===== config.mk =====
export PLATFORM = sky130hd
export DESIGN_NAME = fetch_unit
export DESIGN_NICKNAME = d
export VERILOG_FILES = /design/src/rtl/fetch_unit.sv
export SDC_FILE = /design/constraint.sdc
export NUM_CORES = 1
export LEC_CHECK = 0
export CORE_MARGIN = 2
export CORE_UTILIZATION = 43
export DETAILED_ROUTE_END_ITERATION = 8
export GPL_TIMING_DRIVEN = 0
export PLACE_DENSITY_LB_ADDON = 0.3
export REMOVE_ABC_BUFFERS = 1
export SYNTH_ARGS = -nofsm -noshare
export SYNTH_HDL_FRONTEND = slang
export SYNTH_SLANG_ARGS = --single-unit

===== constraint.sdc =====
create_clock -name Clk -period 2.1 [get_ports Clk]
set_clock_uncertainty 0.05 [all_clocks]
set_input_delay 0.525 -clock Clk [delete_from_list [all_inputs] [get_ports Clk]]
set_output_delay 0.525 -clock Clk [all_outputs]
set_load 0.05 [all_outputs]

===== src/rtl/fetch_unit.sv =====
// fetch_unit: program counter and fetch sequencer with Start/Done harness handshake,
// absolute jumps, relative branches, halt/overrun detection and a saturating retire counter.
module fetch_unit #(
  parameter int PC_W  = 10,
  parameter int OFF_W = 8,
  parameter int CNT_W = 16
) (
  input  logic             Clk,
  input  logic             Reset_n,
  input  logic             Start,
  input  logic             Halt,
  input  logic             Jump,
  input  logic             BranchEn,
  input  logic             Taken,
  input  logic [PC_W-1:0]  Target,
  input  logic [OFF_W-1:0] Offset,
  input  logic             Stall,
  output logic [PC_W-1:0]  ProgCtr,
  output logic             Done,
  output logic             Overrun,
  output logic             Running,
  output logic [CNT_W-1:0] InstrCount
);
  typedef enum logic [1:0] {IDLE, ARMED, RUN, FIN} state_t;
  state_t state_q, state_d;
  logic [PC_W-1:0] pc_q, pc_d, off_ext;
  logic [CNT_W-1:0] cnt_q, cnt_d;
  logic done_q, done_d, ovr_q, ovr_d;
  assign off_ext = PC_W'($signed(Offset));
  always_comb begin
    state_d = state_q;
    pc_d    = pc_q;
    cnt_d   = cnt_q;
    done_d  = done_q;
    ovr_d   = ovr_q;
    case (state_q)
      IDLE:  state_d = Start ? ARMED : IDLE;
      ARMED: state_d = Start ? ARMED : RUN;
      RUN: begin
        if (Start) state_d = ARMED;
        else if (!Stall) begin
          cnt_d = &cnt_q ? cnt_q : cnt_q + CNT_W'(1);
          if (Halt) begin
            state_d = FIN;
            done_d  = 1'b1;
          end else if (Jump) pc_d = Target;
          else if (BranchEn && Taken) pc_d = pc_q + off_ext;
          else if (&pc_q) begin
            // Stepping off the last ROM word: stop rather than wrap to 0.
            state_d = FIN;
            done_d  = 1'b1;
            ovr_d   = 1'b1;
          end else pc_d = pc_q + PC_W'(1);
        end
      end
      default: state_d = Start ? ARMED : FIN;
    endcase
    // Entering or sitting in ARMED clears everything so the next launch starts at 0.
    if (state_d == ARMED) begin
      pc_d   = '0;
      cnt_d  = '0;
      done_d = 1'b0;
      ovr_d  = 1'b0;
    end
  end
  always_ff @(posedge Clk or negedge Reset_n) begin
    if (!Reset_n) begin
      state_q <= IDLE;
      pc_q    <= '0;
      cnt_q   <= '0;
      done_q  <= 1'b0;
      ovr_q   <= 1'b0;
    end else begin
      state_q <= state_d;
      pc_q    <= pc_d;
      cnt_q   <= cnt_d;
      done_q  <= done_d;
      ovr_q   <= ovr_d;
    end
  end
  assign ProgCtr    = pc_q;
  assign InstrCount = cnt_q;
  assign Done       = done_q;
  assign Overrun    = ovr_q;
  assign Running    = (state_q == RUN);
endmodule


Word-level counts from Yosys, hierarchy flattened
Cells that the tools add are included.

Equal/unequal tests: 12. Add/subtract/negate cells: 3. Reductions and logical operators: 11. Multiplexer cells: 36.

Operator list (number): 10-bit two-way mux (8); 16-bit two-way mux (5); 16-bit by 1-bit adder with 16-bit output (second input constant) (1); 2-bit two-way mux (8); 16-bit AND reduction (1); 1-bit two-way mux (14); 2-bit by 1-bit inequality test with 1-bit output (second input constant) (6); 10-bit by 1-bit adder with 10-bit output (second input constant) (1); 10-bit adder (1); 10-bit AND reduction (1); 7-bit AND reduction (1); 3-bit by 2-bit inequality test with 1-bit output (second input constant) (2); 2-bit one-hot mux with 3 select lines (1); 6-bit AND reduction (1); 5-bit AND reduction (1); 2-bit by 1-bit equality test with 1-bit output (second input constant) (2); 4-bit by 3-bit inequality test with 1-bit output (second input constant) (1); 4-bit AND reduction (1); 2-bit nonzero test (2); 3-bit nonzero test (1); 2-bit equality test (second input constant) (1); 2-bit zero test (1); 1-bit logical AND (1).

Bits in registers: 30. Logic and storage cells: 67. Output and inout bits: 29. Bits of input ports: 26.

Longest topological paths before layout
Gate-level depths: netlist (run 1).

Word-level depth: 11. Mapped depth: 12. Gate-level depth less buffers: 12.

Worst setup path before layout (run 1)
No wires, ideal clock.

Kind: in2reg. Start: input BranchEn. End: register pc_q[9], in the netlist ProgCtr[9]. Arrival time: 2.222 ns. Library setup time: 0.126 ns. Stages on the path: 11. Buffers on the path: 0. Path slack: -0.297 ns. Required time: 1.924 ns. Path through: and2_1 nand2_1 inv_1 ha_1 a21oi_1 nand4b_1 a21oi_1 o41ai_2 xor2_1 mux2i_1 o21ai_1.

Cells in the longest elaborated chain, start to end: 10. Elaborated cells on any way between the ends: 21. Classes of those cells: eq/ne: 5; mux: 13; reduce/logical: 3.

Ends and longest elaborated chain: start: declaration (line 13) `input logic BranchEn,`; 1-bit logical AND * (line 47) `else if (BranchEn && Taken) pc_d = pc_q + off_ext;`; 2-bit two-way mux (line 47); 2-bit two-way mux (line 46) `end else if (Jump) pc_d = Target;`; 2-bit two-way mux (line 43) `if (Halt) begin`; 2-bit two-way mux (line 41) `else if (!Stall) begin`; 2-bit two-way mux (line 40) `if (Start) state_d = ARMED;`; 2-bit one-hot mux with 3 select lines (line 36) `case (state_q)`; 2-bit by 1-bit equality test with 1-bit output (line 59) `if (state_d == ARMED) begin`; 4-bit by 3-bit inequality test with 1-bit output (no line) (tied with other cells); 5-bit AND reduction (no line); end signal: assignment (line 75) `pc_q <= pc_d;`; end: declaration (line 26) `logic [PC_W-1:0] pc_q, pc_d, off_ext;`.

Every way passes the cells marked *; elsewhere a longest branch is shown, timed or not. The select of a mux whose other input is x is not followed. A chain may end at the register's enable or synchronous reset.

Worst setup path after layout (run 1)
Start: input Taken. End: register pc_q[9], in the netlist ProgCtr[9].

Cells in the longest elaborated chain, start to end: 10. Elaborated cells on any way between the ends: 21. Classes of those cells: eq/ne: 5; mux: 13; reduce/logical: 3.

Ends and longest elaborated chain: start: declaration (line 14) `input logic Taken,`; 1-bit logical AND * (line 47); 2-bit two-way mux (line 47); 2-bit two-way mux (line 46); 2-bit two-way mux (line 43); 2-bit two-way mux (line 41); 2-bit two-way mux (line 40); 2-bit one-hot mux with 3 select lines (line 36); 2-bit by 1-bit equality test with 1-bit output (line 59); 4-bit by 3-bit inequality test with 1-bit output (no line) (tied with other cells); 5-bit AND reduction (no line).

Marks and branches as above.

==> results of run 1 <==
-- layout make-up --
| cell class | count | area, um2 | area share |
|---|---|---|---|
| clock buffers | 7 | 86.33 | 0.02835 |
| repair buffers | 74 | 715.7 | 0.2350 |
| flip-flops and latches | 30 | 750.7 | 0.2465 |
| well taps | 52 | 65.06 | 0.02136 |
| inverters | 7 | 26.28 | 0.008628 |
| clock inverters | 1 | 5.005 | 0.001643 |
| multi-input cells | 174 | 1396 | 0.4585 |
-- critical path, delay by kind of cell --
| kind | cells | cell delay (ps) |
|---|---|---|
| buffers and inverters | 2 | 140 |
| and+or+nand+nor | 3 | 440 |
| muxes | 1 | 210 |
| xor gates and xnor gates | 1 | 250 |
| AOI/OAI and AO/OA | 4 | 570 |
| adders and majority gates | 1 | 230 |
-- through the flow --
stage | utilization | setup WS (ps)
floorplan | - | -297.6
global placement | 0.5836 | -1111
detailed placement | 0.5899 | -1161
CTS | 0.6755 | -104.1
global route | 0.6946 | -209.8
finish | 0.6946 | -159.7
-- cells by family after synthesis --
family,share of synthesized area
AO/OA/AOI/OAI,0.1389
XOR/XNOR,0.08878
adder cells (fa/ha/maj),0.07356
buffers and inverters,0.02346
flip-flops,0.3805
multiplexers,0.02093
AND/OR/NAND/NOR,0.2739
-- power breakdown --
group	internal, W	switching, W	total, W
Combinational	0.000128	0.000150	0.000278
Sequential	0.000593	0.0000179	0.000610
Clock	0.000264	0.000218	0.000482
Total	0.000984	0.000385	0.00137
-- layer usage --
metal	vias to the layer above	track usage	routed length [um]
li1	912	-	-
met1	900	0.2693	2257
met2	39	0.3323	2635
met3	10	0.04641	177
met4	0	0.07547	82
met5	-	0	0
-- sequential cells by signal, summed over array words and instances (netlist names) --
signal      cells
state_q         2
Done            1
InstrCount     16
ProgCtr        10
Overrun         1
-- worst paths after layout --
check	depth (start not counted)	endpoint	from	slack [ps]
setup / recovery	12	ProgCtr[9]$_DFFE_PN0P_	Taken	-160
hold / removal	2	Overrun$_DFFE_PN0P_	Overrun$_DFFE_PN0P_	460
setup reg to reg	8	ProgCtr[9]$_DFFE_PN0P_	ProgCtr[1]$_DFFE_PN0P_	0
hold reg to reg	2	Overrun$_DFFE_PN0P_	Overrun$_DFFE_PN0P_	460
max in group asynchronous	2	ProgCtr[1]$_DFFE_PN0P_	Reset_n	830
min in group asynchronous	1	InstrCount[13]$_DFFE_PN0P_	Reset_n	620
-- timing repair --
action	4_1_cts	5_1_grt
endpoints found under the setup margin	41	31
buffers inserted	17	3
pin swaps	25	15
gates resized for setup	81	19
cloned	0	0
-- cells in the final DEF, fill, tap and decap left out, drive strengths merged, types with 7 or more instances in the layout --
cell type | synthesis | routed
ha | 10 | 10
clkbuf | 3 | 7
o21ai | 15 | 15
clkdlybuf4s50 | 0 | 19
xor2 | 15 | 15
buf | 2 | 23
dlygate4sd2 | 0 | 21
dlymetal6s2s | 0 | 8
inv | 7 | 7
dfrtp | 30 | 30
and3 | 8 | 8
a21oi | 12 | 12
nor2 | 29 | 29
nand2 | 22 | 22
nand3 | 9 | 9
==> impl_summary.log, run 1 <==
[metrics] static leakage: 1.455 nW
[metrics] CTS hold repair buffers: 0
[metrics] sequential area share after synthesis: 0.3805
[metrics] antenna violations before repair: 0
[metrics] summed negative setup slack over all endpoints: -299.4 ps
[metrics] Slew headroom: 0.5088
[metrics] Die Span Y: 71.74 um
[metrics] flip-flop and latch count after synthesis: 30
[metrics] slew at the pin closest to its max-slew limit: 734.5 ps
[metrics] largest buffer count on any clock path: 2
[metrics] DRC: 0
[metrics] Tmin final: 2260 ps
[metrics] final setup fails: 4
[metrics] final worst path period share: 1.076
[metrics] Ports: 55
[metrics] number of slew-limit violations in the final report: 0
[metrics] initial core utilization: 0.4501
[metrics] failing checks: negative setup slack
[metrics] root buffer selected by CTS: clkbuf_8
[metrics] sequence of cells on the critical path: buf_8, and2_4, nand2_4, inv_2, ha_4, a21oi_4, nand4b_1, a21oi_2, o41ai_2, xor2_1, mux2i_1, o21ai_1
[metrics] Yosys warning count: 0
[metrics] placed cell count: 318
[metrics] first-pass GRT wire length: 8.300 mm
[metrics] final cell count without fillers: 345
[metrics] Die Footprint: 0.005147 mm2
[metrics] CTS buffer count: 5
[metrics] Synth Instances: 216
[metrics] DRC violation total after the first TritonRoute iteration: 120
[metrics] type of the worst setup path: in2reg
[metrics] final instance area: 0.003045 mm2
[metrics] total track usage: 0.2054
[metrics] Die Wd: 71.74 um
[metrics] area of placed instances: 0.002586 mm2
[metrics] most frequent cells after synthesis: dfrtp_1 (30), nor2_1 (29), nand2_1 (22), xor2_1 (15), o21ai_0 (14)
[metrics] final weighted congestion in routability-driven placement: 0.8055
[metrics] fill count: 330
[metrics] most numerous cell in the Yosys netlist: dfrtp_1
[metrics] worst supply voltage drop on vdd: 0.3209 mV
[metrics] max-cap check violation count: 0
[metrics] DP HPWL: 3.439 mm
[metrics] post-detailed-routing wire length: 5.152 mm
[metrics] Primary FF master, synth: dfrtp_1
[metrics] Worst Setup End Kind: flip-flop
[metrics] clock insertion delay at the later pin of the skew report: 280 ps
[metrics] fraction of final layout cells with drive strength greater than 1: 0.2389
[metrics] vias in the first global route: 1738
[metrics] post-detailed-route wirelength per cell: 14.93 um
[metrics] area share of the leading cell type in the synthesized netlist: 0.3805
[metrics] type of element launching the critical path: input port
[metrics] depth of the CTS H-tree: 2
[metrics] area leader, netlist: dfrtp_1
[metrics] Synth cell types: 43
[metrics] highest clock rate: 442.5 MHz
[metrics] nets@finish: 329
[metrics] number of iterations in the first detailed-routing pass: 4
[metrics] pin count of the biggest net entering global routing: 25
[metrics] fraction of registers with async set/reset: 1.000
[metrics] number of enable flip-flop cells after synthesis: 0
[metrics] DRT antenna net count: 0
[metrics] clock sinks: 30
[metrics] TritonCTS clock tree: yes
[metrics] average vias per placed instance: 5.394
[metrics] final hold slack: 462.9 ps
[metrics] Area Growth Syn to Fin: 54.34%
[metrics] outcome: complete, but fails checks
[metrics] area of the core: 0.004384 mm2
[metrics] Vias: 1861
[metrics] Core Rows: 24
[metrics] clock edge transition at the registers on the reported setup and hold paths: 60 ps
[metrics] path type of the worst min-delay path: reg2reg
[metrics] least setup slack across all paths after layout: -159.7 ps
[metrics] cell types occupying the most area after synthesis: dfrtp_1 (38%), xor2_1 (6.7%), ha_1 (6.3%)
[metrics] post-synthesis cell area: 0.001973 mm2
[metrics] Port Buffers: 54
[metrics] data arrival time at the worst-slack endpoint: 2370 ps
[metrics] cell with the largest stage delay on the worst path: xor2_1
[metrics] CP Max Fanout: 4
[metrics] sum of internal, switching and leakage power: 0.001369 W
[metrics] CP Data Required Time: 2210 ps
[metrics] Max stage delay on crit path: 250 ps
[metrics] global route overflow: 0
[metrics] setup repair after global routing missed its margin: true
[metrics] antenna diode instance count: 0
[metrics] hold violation count in the final report: 0
[metrics] mean cell area of the mapped netlist: 9.135 um2
[metrics] total power density per cell area: 449.7 mW/mm2
(Power assumes the default switching activity.)
==> run 2, diff against run 1 <==
--- a/config.mk
+++ b/config.mk
@@ -6,10 +6,10 @@
 export NUM_CORES = 1
 export LEC_CHECK = 0
 export CORE_MARGIN = 2
-export CORE_UTILIZATION = 43
+export CORE_UTILIZATION = 50
 export DETAILED_ROUTE_END_ITERATION = 8
-export GPL_TIMING_DRIVEN = 0
-export PLACE_DENSITY_LB_ADDON = 0.3
+export GPL_TIMING_DRIVEN = 1
+export PLACE_DENSITY = 0.84
 export REMOVE_ABC_BUFFERS = 1
 export SYNTH_ARGS = -nofsm -noshare
 export SYNTH_HDL_FRONTEND = slang
==> constraint.sdc (replaced) <==
create_clock -name Clk -period 2.75 [get_ports Clk]
set_clock_uncertainty 0.05 [all_clocks]
set_input_delay 0.6875 -clock Clk [delete_from_list [all_inputs] [get_ports Clk]]
set_output_delay 0.6875 -clock Clk [all_outputs]
set_load 0.05 [all_outputs]
==> impl_summary.log, run 2 (synthesis results as in run 1) <==
[metrics] Tmin final: 2602 ps
[metrics] path type of the worst min-delay path: reg2reg (unchanged)
[metrics] type of element launching the critical path: input port (unchanged)
[metrics] CP Data Required Time: 2860 ps (was 2210 ps)
[metrics] pin count of the biggest net entering global routing: 31 (was 25)
[metrics] DRC violation total after the first TritonRoute iteration: 158 (was 120)
[metrics] data arrival time at the worst-slack endpoint: 2710 ps (was 2370 ps)
[metrics] reported net switching power: 0.0002837 W (was 0.0003851 W)
[metrics] Die Wd: 66.82 um (was 71.74 um)
[metrics] DP HPWL: 3.764 mm (was 3.439 mm)
[metrics] Die Span Y: 66.82 um (was 71.74 um)
[metrics] largest buffer count on any clock path: 2 (unchanged)
[metrics] type of the worst setup path: in2reg (unchanged)
[metrics] summed negative setup slack over all endpoints: 0 ps (was -299.4 ps)
[metrics] TritonCTS clock tree: yes (unchanged)
[metrics] Ports: 55 (unchanged)
[metrics] area used by multi-input combinational logic: 0.001222 mm2 (was 0.001396 mm2)
[metrics] Worst Setup End Kind: flip-flop (unchanged)
[metrics] fraction of final layout cells with drive strength greater than 1: 0.1633 (was 0.2389)
[metrics] hold violation count in the final report: 0 (unchanged)
[metrics] worst supply voltage drop on vdd: 0.2743 mV (was 0.3209 mV)
[metrics] most common library cell in the layout ignoring fill and taps: clkdlybuf4s50_1 (was dfrtp_1)
[metrics] static leakage: 1.235 nW (was 1.455 nW)
[metrics] outcome: completed (was complete, but fails checks)
[metrics] vias in the first global route: 1898 (was 1738)
[metrics] clock sinks: 30 (unchanged)
[metrics] slew at the pin closest to its max-slew limit: 564.0 ps (was 734.5 ps)
[metrics] total power density per cell area: 361.9 mW/mm2 (was 449.7 mW/mm2)
[metrics] nets@finish: 330 (was 329)
[metrics] first-pass GRT wire length: 8.128 mm (was 8.300 mm)
[metrics] DRC: 0 (unchanged)
[metrics] number of slew-limit violations in the final report: 0 (unchanged)
[metrics] highest clock rate: 384.4 MHz
[metrics] post-detailed-routing wire length: 4.968 mm (was 5.152 mm)
[metrics] Logic pwr share: 0.194 (was 0.203)
[metrics] least setup slack across all paths after layout: 148.3 ps (was -159.7 ps)
[metrics] register area: 750.7 um2 (unchanged)
[metrics] clock network fraction of design power: 0.353 (was 0.352)
[metrics] Area Growth Syn to Fin: 44.20% (was 54.34%)
[metrics] CP Max Fanout: 2 (was 4)
[metrics] final worst path period share: 0.9461
[metrics] switching fraction of total power: 0.2756 (was 0.2812)
[metrics] average vias per placed instance: 5.532 (was 5.394)
[metrics] clock insertion delay at the later pin of the skew report: 280 ps (about the same)
[metrics] total track usage: 0.2405 (was 0.2054)
[metrics] DRT antenna net count: 0 (unchanged)
[metrics] antenna diode instance count: 0 (unchanged)
[metrics] final weighted congestion in routability-driven placement: 0.8716 (was 0.8055)
[metrics] clock edge transition at the registers on the reported setup and hold paths: 60 ps (about the same)
[metrics] number of iterations in the first detailed-routing pass: 4 (unchanged)
[metrics] Int Pwr: 0.0007459 W (was 0.0009844 W)
[metrics] Slew headroom: 0.6211 (was 0.5088)
[metrics] max-cap check violation count: 0 (unchanged)
[metrics] Post-Place Worst Slack: -497.3 ps (was -1161 ps)
[metrics] post-detailed-route wirelength per cell: 14.53 um (was 14.93 um)
[metrics] global route overflow: 0 (unchanged)
[metrics] Port Buffers: 54 (unchanged)
[metrics] Core Rows: 22 (was 24)
[metrics] CTS buffer count: 5 (unchanged)
[metrics] root buffer selected by CTS: clkbuf_8 (unchanged)
[metrics] Vias: 1892 (was 1861)
[metrics] depth of the CTS H-tree: 2 (unchanged)
[metrics] initial core utilization: 0.5310 (was 0.4501)
[metrics] sequential share of power: 0.453 (was 0.446)
[metrics] commonest non-fill, non-tap cells in the layout: clkdlybuf4s50_1 (51), dfrtp_1 (30), nor2_1 (29) (was dfrtp_1 (30), nor2_1 (28), nand2_1 (21), dlygate4sd2_1 (21))
[metrics] Largest register FFs: 16 (unchanged)
[metrics] CTS hold repair buffers: 0 (unchanged)
[metrics] area of the core: 0.003716 mm2 (was 0.004384 mm2)
[metrics] antenna violations before repair: 0 (unchanged)
[metrics] fill count: 264 (was 330)
[metrics] final setup fails: 0 (was 4)
[metrics] Die Footprint: 0.004465 mm2 (was 0.005147 mm2)
run 2: final cells by class:
type / instances / share of cell area
timing repair buffer: 75 / 0.2441
tap: 48 / 0.02111
clock buffer: 7 / 0.03034
clock inverter: 1 / 0.001759
inverter: 7 / 0.009235
sequential: 30 / 0.2639
multi-input combinational: 174 / 0.4296
run 2: worst paths after layout:
kind | slack (ps) | endpoint | cells after the start | start
max reg2reg | 630 | ProgCtr[9]$_DFFE_PN0P_ | 8 | ProgCtr[3]$_DFFE_PN0P_
min in group asynchronous | 760 | InstrCount[3]$_DFFE_PN0P_ | 2 | Reset_n
min reg2reg | 450 | Overrun$_DFFE_PN0P_ | 2 | Overrun$_DFFE_PN0P_
max | 150 | ProgCtr[9]$_DFFE_PN0P_ | 10 | Offset[2]
min | 450 | Overrun$_DFFE_PN0P_ | 2 | Overrun$_DFFE_PN0P_
max in group asynchronous | 1610 | ProgCtr[8]$_DFFE_PN0P_ | 2 | Reset_n
run 2: power by group through the flow:
| stage | combinational, W | sequential, W | clock [W] |
|---|---|---|---|
| global placement | 0.000191 | 0.000473 | 0 |
| detailed placement | 0.000196 | 0.000474 | 0 |
| CTS | 0.000197 | 0.000466 | 0.000365 |
| global route | 0.000215 | 0.000468 | 0.000390 |
| floorplan | 0.0000630 | 0.000502 | 0 |
| finish | 0.000200 | 0.000467 | 0.000363 |
run 2: layer usage:
| layer | vias to the layer above | share of wire | track usage |
|---|---|---|---|
| met2 | 66 | 0.52 | 0.4438 |
| li1 | 907 | - | - |
| met5 | - | 0 | 0 |
| met1 | 908 | 0.42 | 0.2751 |
| met4 | 0 | 0.017 | 0.07398 |
| met3 | 11 | 0.049 | 0.05068 |
run 2: metrics by stage:
step / power [W] / cells / util / hold WS, ps / instance area [um2]
finish: 0.001030 / 342 / 0.7657 / 453.9 / 2845
global route: 0.001073 / 342 / 0.7657 / 506.4 / 2845
CTS: 0.001028 / 341 / 0.7549 / 467.6 / 2805
detailed placement: 0.0006699 / 333 / 0.7276 / 453.2 / 2704
global placement: 0.0006647 / 333 / 0.7276 / 440.8 / 2704
floorplan: 0.0005653 / 211 / - / 341.9 / 1953
run 2: critical path: stages:
cell,delay [ps]
clkdlybuf4s50_1,390
and3_1,180
ha_1,190
a21o_1,200
a21oi_2,180
a21oi_2,90
o41ai_2,310
xor2_1,220
mux2i_1,200
o21ai_1,80
run 2: repair_timing:
action                     CTS  global route
hold endpoints to repair     0             0
gates cloned                 0             0
pin swaps                    2             7
buffers inserted             0             1
setup endpoints to repair    4             1
gates resized for setup      5             7
==> run 3, diff against run 2 <==
--- a/config.mk
+++ b/config.mk
@@ -9,7 +9,7 @@
 export CORE_UTILIZATION = 50
 export DETAILED_ROUTE_END_ITERATION = 8
 export GPL_TIMING_DRIVEN = 1
-export PLACE_DENSITY = 0.84
+export PLACE_DENSITY = 0.83
 export REMOVE_ABC_BUFFERS = 1
 export SYNTH_ARGS = -nofsm -noshare
 export SYNTH_HDL_FRONTEND = slang
==> impl_summary.log, run 3 (synthesis results as in run 1) <==
[metrics] final weighted congestion in routability-driven placement: 0.9108 (was 0.8716)
[metrics] hold-critical path depth: 2 (unchanged)
[metrics] Die Span Y: 66.82 um (unchanged)
[metrics] reported net switching power: 0.0002909 W (was 0.0002837 W)
[metrics] Die Footprint: 0.004465 mm2 (unchanged)
[metrics] highest clock rate: 381.1 MHz (was 384.4 MHz)
[metrics] CTS hold repair buffers: 0 (unchanged)
[metrics] final instance area: 0.002788 mm2 (was 0.002845 mm2)
[metrics] total setup buffers inserted after CTS: 0 (unchanged)
[metrics] met3 wire length: 160 um (was 245 um)
[metrics] area of placed instances: 0.002681 mm2 (was 0.002704 mm2)
[metrics] TritonCTS clock tree: yes (unchanged)
[metrics] antenna violations before repair: 0 (unchanged)
[metrics] root buffer selected by CTS: clkbuf_8 (unchanged)
[metrics] worst r2r path cells: 8 (unchanged)
[metrics] DRC violation total after the first TritonRoute iteration: 112 (was 158)
[metrics] Tmin final: 2624 ps (was 2602 ps)
[metrics] clock sinks: 30 (unchanged)
[metrics] nets@finish: 326 (was 330)
[metrics] DP HPWL: 3.716 mm (was 3.764 mm)
[metrics] beginning of the worst hold path: Overrun$_DFFE_PN0P_ (unchanged)
[metrics] worst supply voltage drop on vdd: 0.2866 mV (was 0.2743 mV)
[metrics] Largest register FFs: 16 (unchanged)
[metrics] met1 layer wirelength in the final routing: 2.130 mm (was 2.073 mm)
[metrics] average vias per placed instance: 5.373 (was 5.532)
[metrics] Ports: 55 (unchanged)
[metrics] DRT antenna net count: 0 (unchanged)
[metrics] sum of internal, switching and leakage power: 0.001036 W (was 0.001030 W)
[metrics] Slew headroom: 0.5675 (was 0.6211)
[metrics] max-cap check violation count: 0 (unchanged)
[metrics] path type of the worst min-delay path: reg2reg (unchanged)
[metrics] setup repair after global routing missed its margin: false
[metrics] number of iterations in the first detailed-routing pass: 4 (unchanged)
[metrics] antenna diode instance count: 0 (unchanged)
[metrics] highest layer used for signal routing: met4 (unchanged)
[metrics] number of slew-limit violations in the final report: 0 (unchanged)
[metrics] area of the core: 0.003716 mm2 (unchanged)
[metrics] total power density per cell area: 371.8 mW/mm2 (was 361.9 mW/mm2)
[metrics] initial core utilization: 0.5310 (unchanged)
[metrics] data arrival time at the worst-slack endpoint: 2740 ps (was 2710 ps)
[metrics] post-detailed-route wirelength per cell: 14.56 um (was 14.53 um)
[metrics] worst setup path startpoint: Offset[3] (was Offset[2])
[metrics] Post-Route Utilization: 0.7502 (was 0.7657)
[metrics] Area Growth Syn to Fin: 41.28% (was 44.20%)
[metrics] total track usage: 0.2435 (was 0.2405)
[metrics] post-detailed-routing wire length: 4.922 mm (was 4.968 mm)
[metrics] CTS buffer count: 5 (unchanged)
[metrics] CP Data Required Time: 2870 ps (was 2860 ps)
[metrics] slew at the pin closest to its max-slew limit: 643.7 ps (was 564.0 ps)
[metrics] first-pass GRT wire length: 8.190 mm (was 8.128 mm)
[metrics] type of element launching the critical path: input port (unchanged)
[metrics] setup slack of the most critical reg-to-reg path: 650 ps (was 630 ps)
[metrics] Logic pwr share: 0.192 (was 0.194)
[metrics] sequential share of power: 0.449 (was 0.453)
[metrics] depth of the CTS H-tree: 2 (unchanged)
[metrics] Port Buffers: 54 (unchanged)
[metrics] DRC: 0 (unchanged)
[metrics] Int Pwr: 0.0007456 W (was 0.0007459 W)
[metrics] clock edge transition at the registers on the reported setup and hold paths: 70 ps (was 60 ps)
[metrics] Core Rows: 22 (unchanged)
[metrics] reg-to-reg endpoint: ProgCtr[9]$_DFFE_PN0P_ (unchanged)
[metrics] most common library cell in the layout ignoring fill and taps: clkdlybuf4s50_1 (unchanged)
[metrics] worst hold path endpoint: Overrun$_DFFE_PN0P_ (unchanged)
[metrics] final worst path period share: 0.9541 (was 0.9461)
[metrics] largest buffer count on any clock path: 2 (unchanged)
[metrics] commonest non-fill, non-tap cells in the layout: clkdlybuf4s50_1 (52), dfrtp_1 (30), nor2_1 (29) (was clkdlybuf4s50_1 (51), dfrtp_1 (30), nor2_1 (29))
[metrics] switching fraction of total power: 0.2806 (was 0.2756)
[metrics] type of the worst setup path: in2reg (unchanged)
[metrics] Vias: 1816 (was 1892)
[metrics] static leakage: 1.216 nW (was 1.235 nW)
[metrics] CP Max Fanout: 2 (unchanged)
[metrics] worst flop-to-flop path startpoint: ProgCtr[3]$_DFFE_PN0P_ (unchanged)
[metrics] vias in the first global route: 1780 (was 1898)
[metrics] hold violation count in the final report: 0 (unchanged)
[metrics] pin count of the biggest net entering global routing: 31 (unchanged)
[metrics] Worst Setup End Kind: flip-flop (unchanged)
[metrics] clock insertion delay at the later pin of the skew report: 290 ps (was 280 ps)
[metrics] clock network fraction of design power: 0.360 (was 0.353)
[metrics] fraction of final layout cells with drive strength greater than 1: 0.1448 (was 0.1633)
[metrics] outcome: completed (unchanged)
[metrics] final setup fails: 0 (unchanged)
[metrics] fill count: 285 (was 264)
[metrics] met2 layer wire length in the routed design: 2.606 mm (was 2.566 mm)
[metrics] Die Wd: 66.82 um (unchanged)
[metrics] global route overflow: 0 (unchanged)
-- run 3: area by class of cell --
class	count	area, um2	share of cell area
clock buffer	7	86.33	0.03097
sequential	30	750.7	0.2693
clock inverter	1	5.005	0.001795
multi-input combinational	174	1194	0.4282
timing repair buffer	71	665.6	0.2388
inverter	7	26.28	0.009426
tap	48	60.06	0.02154
-- run 3: worst max path at each step --
stage	endpoint	slack, ps	depth (start not counted)
finish	ProgCtr[9]$_DFFE_PN0P_	130	10
global route	ProgCtr[9]$_DFFE_PN0P_	20	10
CTS	ProgCtr[6]$_DFFE_PN0P_	-0.6	13
detailed placement	ProgCtr[9]$_DFFE_PN0P_	-460	12
global placement	ProgCtr[9]$_DFFE_PN0P_	-380	12
floorplan	ProgCtr[9]$_DFFE_PN0P_	190	11
-- run 3: power by group through the flow --
stage               combinational [W]  sequential, W  clock (W)
finish                       0.000199       0.000465   0.000373
global route                 0.000213       0.000467   0.000401
CTS                          0.000199       0.000465   0.000374
detailed placement           0.000198       0.000473          0
global placement             0.000192       0.000473          0
floorplan                   0.0000630       0.000502          0
-- run 3: metrics by stage --
stage | TNS, ps | hold slack [ps] | setup slack (ps) | cells
5_1_grt | 0 | 486.6 | 16.67 | 338
6_report | 0 | 449.8 | 126.2 | 338
4_1_cts | -0.6308 | 458.1 | -0.6308 | 338
2_1_floorplan | 0 | 341.9 | 189.9 | 211
3_3_place_gp | -1212 | 441.3 | -382.9 | 330
3_5_place_dp | -1731 | 443.1 | -459.5 | 330
-- run 3: metal layers --
metal,vias up,track usage
met5,-,0
met4,0,0.04847
met3,4,0.05236
met2,42,0.4325
met1,875,0.3029
li1,895,-
-- run 3: timing repair --
item / 4_1_cts / 5_1_grt
resized for setup: 4 / 6
pin swaps: 2 / 3
endpoints found under the setup margin: 3 / 4
-- run 3: critical path, cell delays in order --
cell             delay, ps
clkdlybuf4s50_1        400
and3_1                 180
ha_1                   290
a21o_1                 200
a21oi_2                150
a21oi_1                100
o41ai_2                240
xor2_1                 210
mux2i_1                210
o21ai_1                 70
